## src/rtl/multdiv_ctrl.sv

```systemverilog
// Multiply/divide sequencer that owns the HI/LO registers: multi-cycle MULT/DIV
// with a pipeline stall request, and single-cycle MTHI/MTLO writes.
module multdiv_ctrl #(
  parameter int MUL_CYCLES = 3
) (
  input  logic        clk,
  input  logic        rst,
  input  logic        e_valid,
  input  logic [2:0]  e_op,
  input  logic [31:0] e_src_a,
  input  logic [31:0] e_src_b,
  input  logic        flush,
  output logic        stall_req,
  output logic        done,
  output logic [31:0] hi,
  output logic [31:0] lo
);
  localparam int CW = (MUL_CYCLES > 1) ? $clog2(MUL_CYCLES) : 1;

  localparam logic [2:0] OP_MULT  = 3'd1;
  localparam logic [2:0] OP_MULTU = 3'd2;
  localparam logic [2:0] OP_DIV   = 3'd3;
  localparam logic [2:0] OP_DIVU  = 3'd4;
  localparam logic [2:0] OP_MTHI  = 3'd5;
  localparam logic [2:0] OP_MTLO  = 3'd6;

  typedef enum logic [1:0] {IDLE, MUL_WAIT, DIV_RUN, DIV_FIX} state_t;

  state_t        state_q, state_d;
  logic [CW-1:0] cnt_q, cnt_d;
  logic [4:0]    iter_q, iter_d;
  logic [63:0]   prod_q, prod_d;
  logic [31:0]   rem_q, rem_d;
  logic [31:0]   quo_q, quo_d;
  logic [31:0]   dvsr_q, dvsr_d;
  logic          neg_quo_q, neg_quo_d;
  logic          neg_rem_q, neg_rem_d;
  logic [31:0]   hi_q, hi_d;
  logic [31:0]   lo_q, lo_d;

  logic          is_mul, is_div, op_signed, accept;
  logic [63:0]   mul_a, mul_b;
  logic [31:0]   abs_a, abs_b;
  logic [33:0]   trial;

  always_comb begin
    is_mul    = (e_op == OP_MULT) || (e_op == OP_MULTU);
    is_div    = (e_op == OP_DIV) || (e_op == OP_DIVU);
    op_signed = (e_op == OP_MULT) || (e_op == OP_DIV);
    accept    = (state_q == IDLE) && e_valid && !flush && (is_mul || is_div);
    mul_a     = op_signed ? {{32{e_src_a[31]}}, e_src_a} : {32'd0, e_src_a};
    mul_b     = op_signed ? {{32{e_src_b[31]}}, e_src_b} : {32'd0, e_src_b};
    abs_a     = (op_signed && e_src_a[31]) ? (~e_src_a + 32'd1) : e_src_a;
    abs_b     = (op_signed && e_src_b[31]) ? (~e_src_b + 32'd1) : e_src_b;
    // Restoring step: shift in the next dividend bit and try the subtract.
    trial     = {1'b0, rem_q, quo_q[31]} - {2'b00, dvsr_q};
  end

  always_comb begin
    state_d   = state_q;
    cnt_d     = cnt_q;
    iter_d    = iter_q;
    prod_d    = prod_q;
    rem_d     = rem_q;
    quo_d     = quo_q;
    dvsr_d    = dvsr_q;
    neg_quo_d = neg_quo_q;
    neg_rem_d = neg_rem_q;
    hi_d      = hi_q;
    lo_d      = lo_q;
    stall_req = 1'b0;
    done      = 1'b0;

    unique case (state_q)
      IDLE: begin
        stall_req = accept;
        if (e_valid) begin
          if (is_mul) begin
            prod_d  = mul_a * mul_b;
            cnt_d   = CW'(MUL_CYCLES - 1);
            state_d = MUL_WAIT;
          end else if (is_div) begin
            if (e_src_b == 32'd0) begin
              quo_d     = 32'hFFFF_FFFF;
              rem_d     = e_src_a;
              neg_quo_d = 1'b0;
              neg_rem_d = 1'b0;
              state_d   = DIV_FIX;
            end else begin
              quo_d     = abs_a;
              rem_d     = 32'd0;
              dvsr_d    = abs_b;
              neg_quo_d = op_signed && (e_src_a[31] ^ e_src_b[31]);
              neg_rem_d = op_signed && e_src_a[31];
              iter_d    = 5'd0;
              state_d   = DIV_RUN;
            end
          end else if (e_op == OP_MTHI) begin
            hi_d = e_src_a;
          end else if (e_op == OP_MTLO) begin
            lo_d = e_src_a;
          end
        end
      end
      MUL_WAIT: begin
        if (cnt_q != '0) begin
          cnt_d     = cnt_q - CW'(1);
          stall_req = 1'b1;
        end else begin
          {hi_d, lo_d} = prod_q;
          done         = 1'b1;
          state_d      = IDLE;
        end
      end
      DIV_RUN: begin
        stall_req = 1'b1;
        rem_d     = trial[33] ? {rem_q[30:0], quo_q[31]} : trial[31:0];
        quo_d     = {quo_q[30:0], ~trial[33]};
        iter_d    = iter_q + 5'd1;
        if (iter_q == 5'd31) state_d = DIV_FIX;
      end
      DIV_FIX: begin
        lo_d    = neg_quo_q ? (~quo_q + 32'd1) : quo_q;
        hi_d    = neg_rem_q ? (~rem_q + 32'd1) : rem_q;
        done    = 1'b1;
        state_d = IDLE;
      end
      default: state_d = IDLE;
    endcase

    // A kill from a later stage wins over any completion or MTHI/MTLO write.
    if (flush || rst) begin
      state_d   = IDLE;
      hi_d      = hi_q;
      lo_d      = lo_q;
      stall_req = 1'b0;
      done      = 1'b0;
    end
  end

  always_ff @(posedge clk) begin
    if (rst) begin
      state_q   <= IDLE;
      cnt_q     <= '0;
      iter_q    <= 5'd0;
      prod_q    <= 64'd0;
      rem_q     <= 32'd0;
      quo_q     <= 32'd0;
      dvsr_q    <= 32'd0;
      neg_quo_q <= 1'b0;
      neg_rem_q <= 1'b0;
      hi_q      <= 32'd0;
      lo_q      <= 32'd0;
    end else begin
      state_q   <= state_d;
      cnt_q     <= cnt_d;
      iter_q    <= iter_d;
      prod_q    <= prod_d;
      rem_q     <= rem_d;
      quo_q     <= quo_d;
      dvsr_q    <= dvsr_d;
      neg_quo_q <= neg_quo_d;
      neg_rem_q <= neg_rem_d;
      hi_q      <= hi_d;
      lo_q      <= lo_d;
    end
  end

  assign hi = hi_q;
  assign lo = lo_q;

endmodule

```

## config.mk

```make
export PLATFORM = sky130hd
export DESIGN_NAME = multdiv_ctrl
export DESIGN_NICKNAME = d
export VERILOG_FILES = /design/src/rtl/multdiv_ctrl.sv
export SDC_FILE = /design/constraint.sdc
export NUM_CORES = 2
export LEC_CHECK = 0
export BUFFER_PORTS_ARGS = -buffer_cell sky130_fd_sc_hd__buf_2
export CORE_MARGIN = 10
export CORE_UTILIZATION = 42
export CTS_CLUSTER_SIZE = 8
export DETAILED_ROUTE_END_ITERATION = 7
export HOLD_SLACK_MARGIN = 0.06
export PLACE_DENSITY = 0.56
export SYNTH_ARGS = -nofsm -noshare
export SYNTH_HDL_FRONTEND = slang
export SYNTH_SLANG_ARGS = --single-unit
```

## constraint.sdc

```tcl
create_clock -name clk -period 27 [get_ports clk]
set_input_delay 5.4 -clock clk [delete_from_list [all_inputs] [get_ports clk]]
set_output_delay 5.4 -clock clk [all_outputs]
set_load 0.05 [all_outputs]
```

==> out/qor.yml <==
clocking:
  postCtsHoldBufs: 0
  cts_tree: "done"
  cts-root-buf: "clkbuf_16"
  cts.clk_slew.worst_paths_ps: 50
  clock_sinks: 235
  clk_latency_ps: 570
  htree_levels: 2
  cts_buffers: 35
  cts_resized: 0
  clock_path_buffers: 3
  postCtsSetupRepairBufs: 0
timing:
  setup_viol: 0
  tightest_slew_ps: 1220
  rsz0062_at_grt: "false"
  min_period_ps: 15100
  period_share_pct: 55.9
  slew_headroom_pct: 18.7
  fin_ws_ps: 11900
  tns_ps: 0
  slew_viol_final: 0
  fin_skew_ps: 24.9
  fmax_mhz: 66.2
  finalHoldViolations: 0
synth:
  synth_cell_types: 76
  synthCells: 6962
  synth_area_sq_um: 61400
  synth_edf_count: 0
  syn_nets: 8803
  synth_async_sr_flop_share_pct: 0
  synth-seq-cells: 235
  synthFlopType: "dfxtp_1"
  yosysSeqAreaShare_pct: 7.67
  ys.warnings.count: 0
  syn_area_per_cell_sq_um: 8.81
die:
  coreArea_sq_um: 145000
  fp.dieArea_sq_um: 162000
  num_io_pins: 137
  chipHeight_um: 402
  die_x_um: 402
  initial_utilization_pct: 42.2
  num_rows: 140
setup_path:
  crit_type: "input port to flip-flop"
  critPathMostFrequentCell: "fa_1"
  crit_required_ps: 27460
  cp_max_fo: 16
  critPathCaptureType: "flip-flop"
  cpPeakStageDelay_ps: 930
  cpMaxStageDelayCell: "fa_1"
  arrival_ps: 15550
  start_kind: "input port"
layout:
  area_growth_pct: 5.35
  drive_gt1_share_pct: 4.60
  nets: 8658
global_route:
  antenna_found_initial: 16
  grt_pass1_vias: 51100
  gr-usage-all-layers_pct: 25.7
  grt_pass1_wl_um: 319000
  grt_max_degree: 155
  overflow: 0
route:
  drt_iter0_drc: 3807
  ant_nets: 0
  vias: 47400
  routed_via_density: 5.42
  totalWireLength_um: 206000
  dr.pass1.iters: 6
  wl_per_cell_um: 23.6
  drcViolationCount: 0
place:
  gp_congestion: 0.998
  pre_cts_slack_ps: 11370
  io_buffers: 136
  dp_hpwl_um: 162000
status:
  run_status: "completed"
worst_hold_path:
  hp-class: "flip-flop to flip-flop"
flow_run:
  drv_cap: 0
## cell usage in the layout (no fill, tap or decap), types with 14 or more instances in the layout
cell type	n
xnor2_1	158
a21o_1	71
o31ai_1	35
o21ai_1	18
nor2_1	242
nor3_1	46
ha_1	357
a31oi_1	17
fa_1	1413
nand4_1	20
o221ai_1	41
xor2_1	103
o21ai_0	118
nand3_1	24
a211oi_1	88
buf_2	135
and2_1	350
a21oi_1	216
nand2_1	1031
o211ai_1	53
and3_1	41
a311oi_1	33
or3_1	28
o41ai_1	18
inv_1	1573
clkbuf_16	35
dfxtp_1	233
a221oi_1	14
nor2b_1	15
buf_4	96
## cells in the mapped netlist, drive strengths merged, types with 20 or more instances
master  instances  area (sq um)
a211oi         88           661
a21o           71           533
a21oi         218          1090
a311oi         33           289
and2          351          2200
and3           41           257
buf            84           335
clkbuf        331          1240
dfxtp         235          4700
fa           1413         28300
ha            357          4470
inv          1574          5910
nand2        1031          3870
nand3          25           125
nand4          20           125
nor2          247           927
nor3           49           257
o211ai         53           398
o21ai         136           681
o221ai         42           374
o31ai          35           263
or3            29           186
xnor2         158          1380
xor2          103           902
## path summary, 6_finish.rpt
kind / startpoint / end / slack [ps] / depth (start not counted)
worst min-delay path: prod_q[5]$_SDFFE_PP0P_ / prod_q[5]$_SDFFE_PP0P_ / 450 / 2
worst min register to register: prod_q[5]$_SDFFE_PP0P_ / prod_q[5]$_SDFFE_PP0P_ / 450 / 2
worst max register to register: rem_q[9]$_SDFFE_PP0P_ / rem_q[7]$_SDFFE_PP0P_ / 22030 / 11
worst max-delay path: e_op[0] / prod_q[61]$_SDFFE_PP0P_ / 11900 / 32
## area by class of cell
type | instances | area, sq um
Fill cell | 14300 | 80800
Multi-Input combinational cell | 4738 | 49200
Inverter | 1574 | 5910
Sequential cell | 235 | 4710
Tap cell | 1917 | 2400
Timing Repair Buffer | 233 | 1430
Clock buffer | 37 | 883
Clock inverter | 4 | 60.1
Antenna cell | 8 | 20.0
## metrics by stage
| step | instances | utilization [%] | hold slack [ps] | instance area [sq um] |
|---|---|---|---|---|
| after detailed placement | 8697 | 43.8 | 446 | 63700 |
| after global routing | 8738 | 44.4 | 478 | 64600 |
| after CTS | 8738 | 44.4 | 453 | 64600 |
| final | 8746 | 44.5 | 451 | 64600 |
| after global placement | 8697 | 43.8 | 442 | 63700 |
| after floorplan | 6962 | - | 426 | 61400 |
## per-layer routing
layer / track usage [%] / up-vias / wire length, um
li1: - / 20700 / -
met1: 33.5 / 24500 / 85100
met2: 42.6 / 1697 / 96200
met3: 3.83 / 416 / 14400
met4: 10.6 / 8 / 10200
met5: 0 / - / 42
## kinds of logic (layout without fill, tap and decap cells)
group                      count (synthesis)  after routing  synth area share, %
AOI/OAI and AO/OA                        827            827                 9.01
xor gates and xnor gates                 261            261                 3.73
adders and majority gates               1770           1770                 53.4
buffers and inverters                   1989           1848                 12.2
DFF                                      235            235                 7.67
muxes                                      5              5               0.0816
other                                      0              8                    0
and+or+nand+nor                         1875           1875                 13.9
## critical path: cells and delay by family
family,cells,cell delay (ps)
AO/OA/AOI/OAI,8,1790
adder cells (fa/ha/maj),11,6420
buffers and inverters,9,1290
AND/OR/NAND/NOR,4,610
## flip-flops by register name, indices dropped and copies added (netlist names)
signal     count
dvsr_q        32
state_q        2
iter_q         5
lo            32
neg_rem_q      1
neg_quo_q      1
hi            32
cnt_q          2
quo_q         32
prod_q        64
rem_q         32
Power is not shown: default switching activity piles up to over one toggle a cycle in this logic, so the estimate is an artifact.
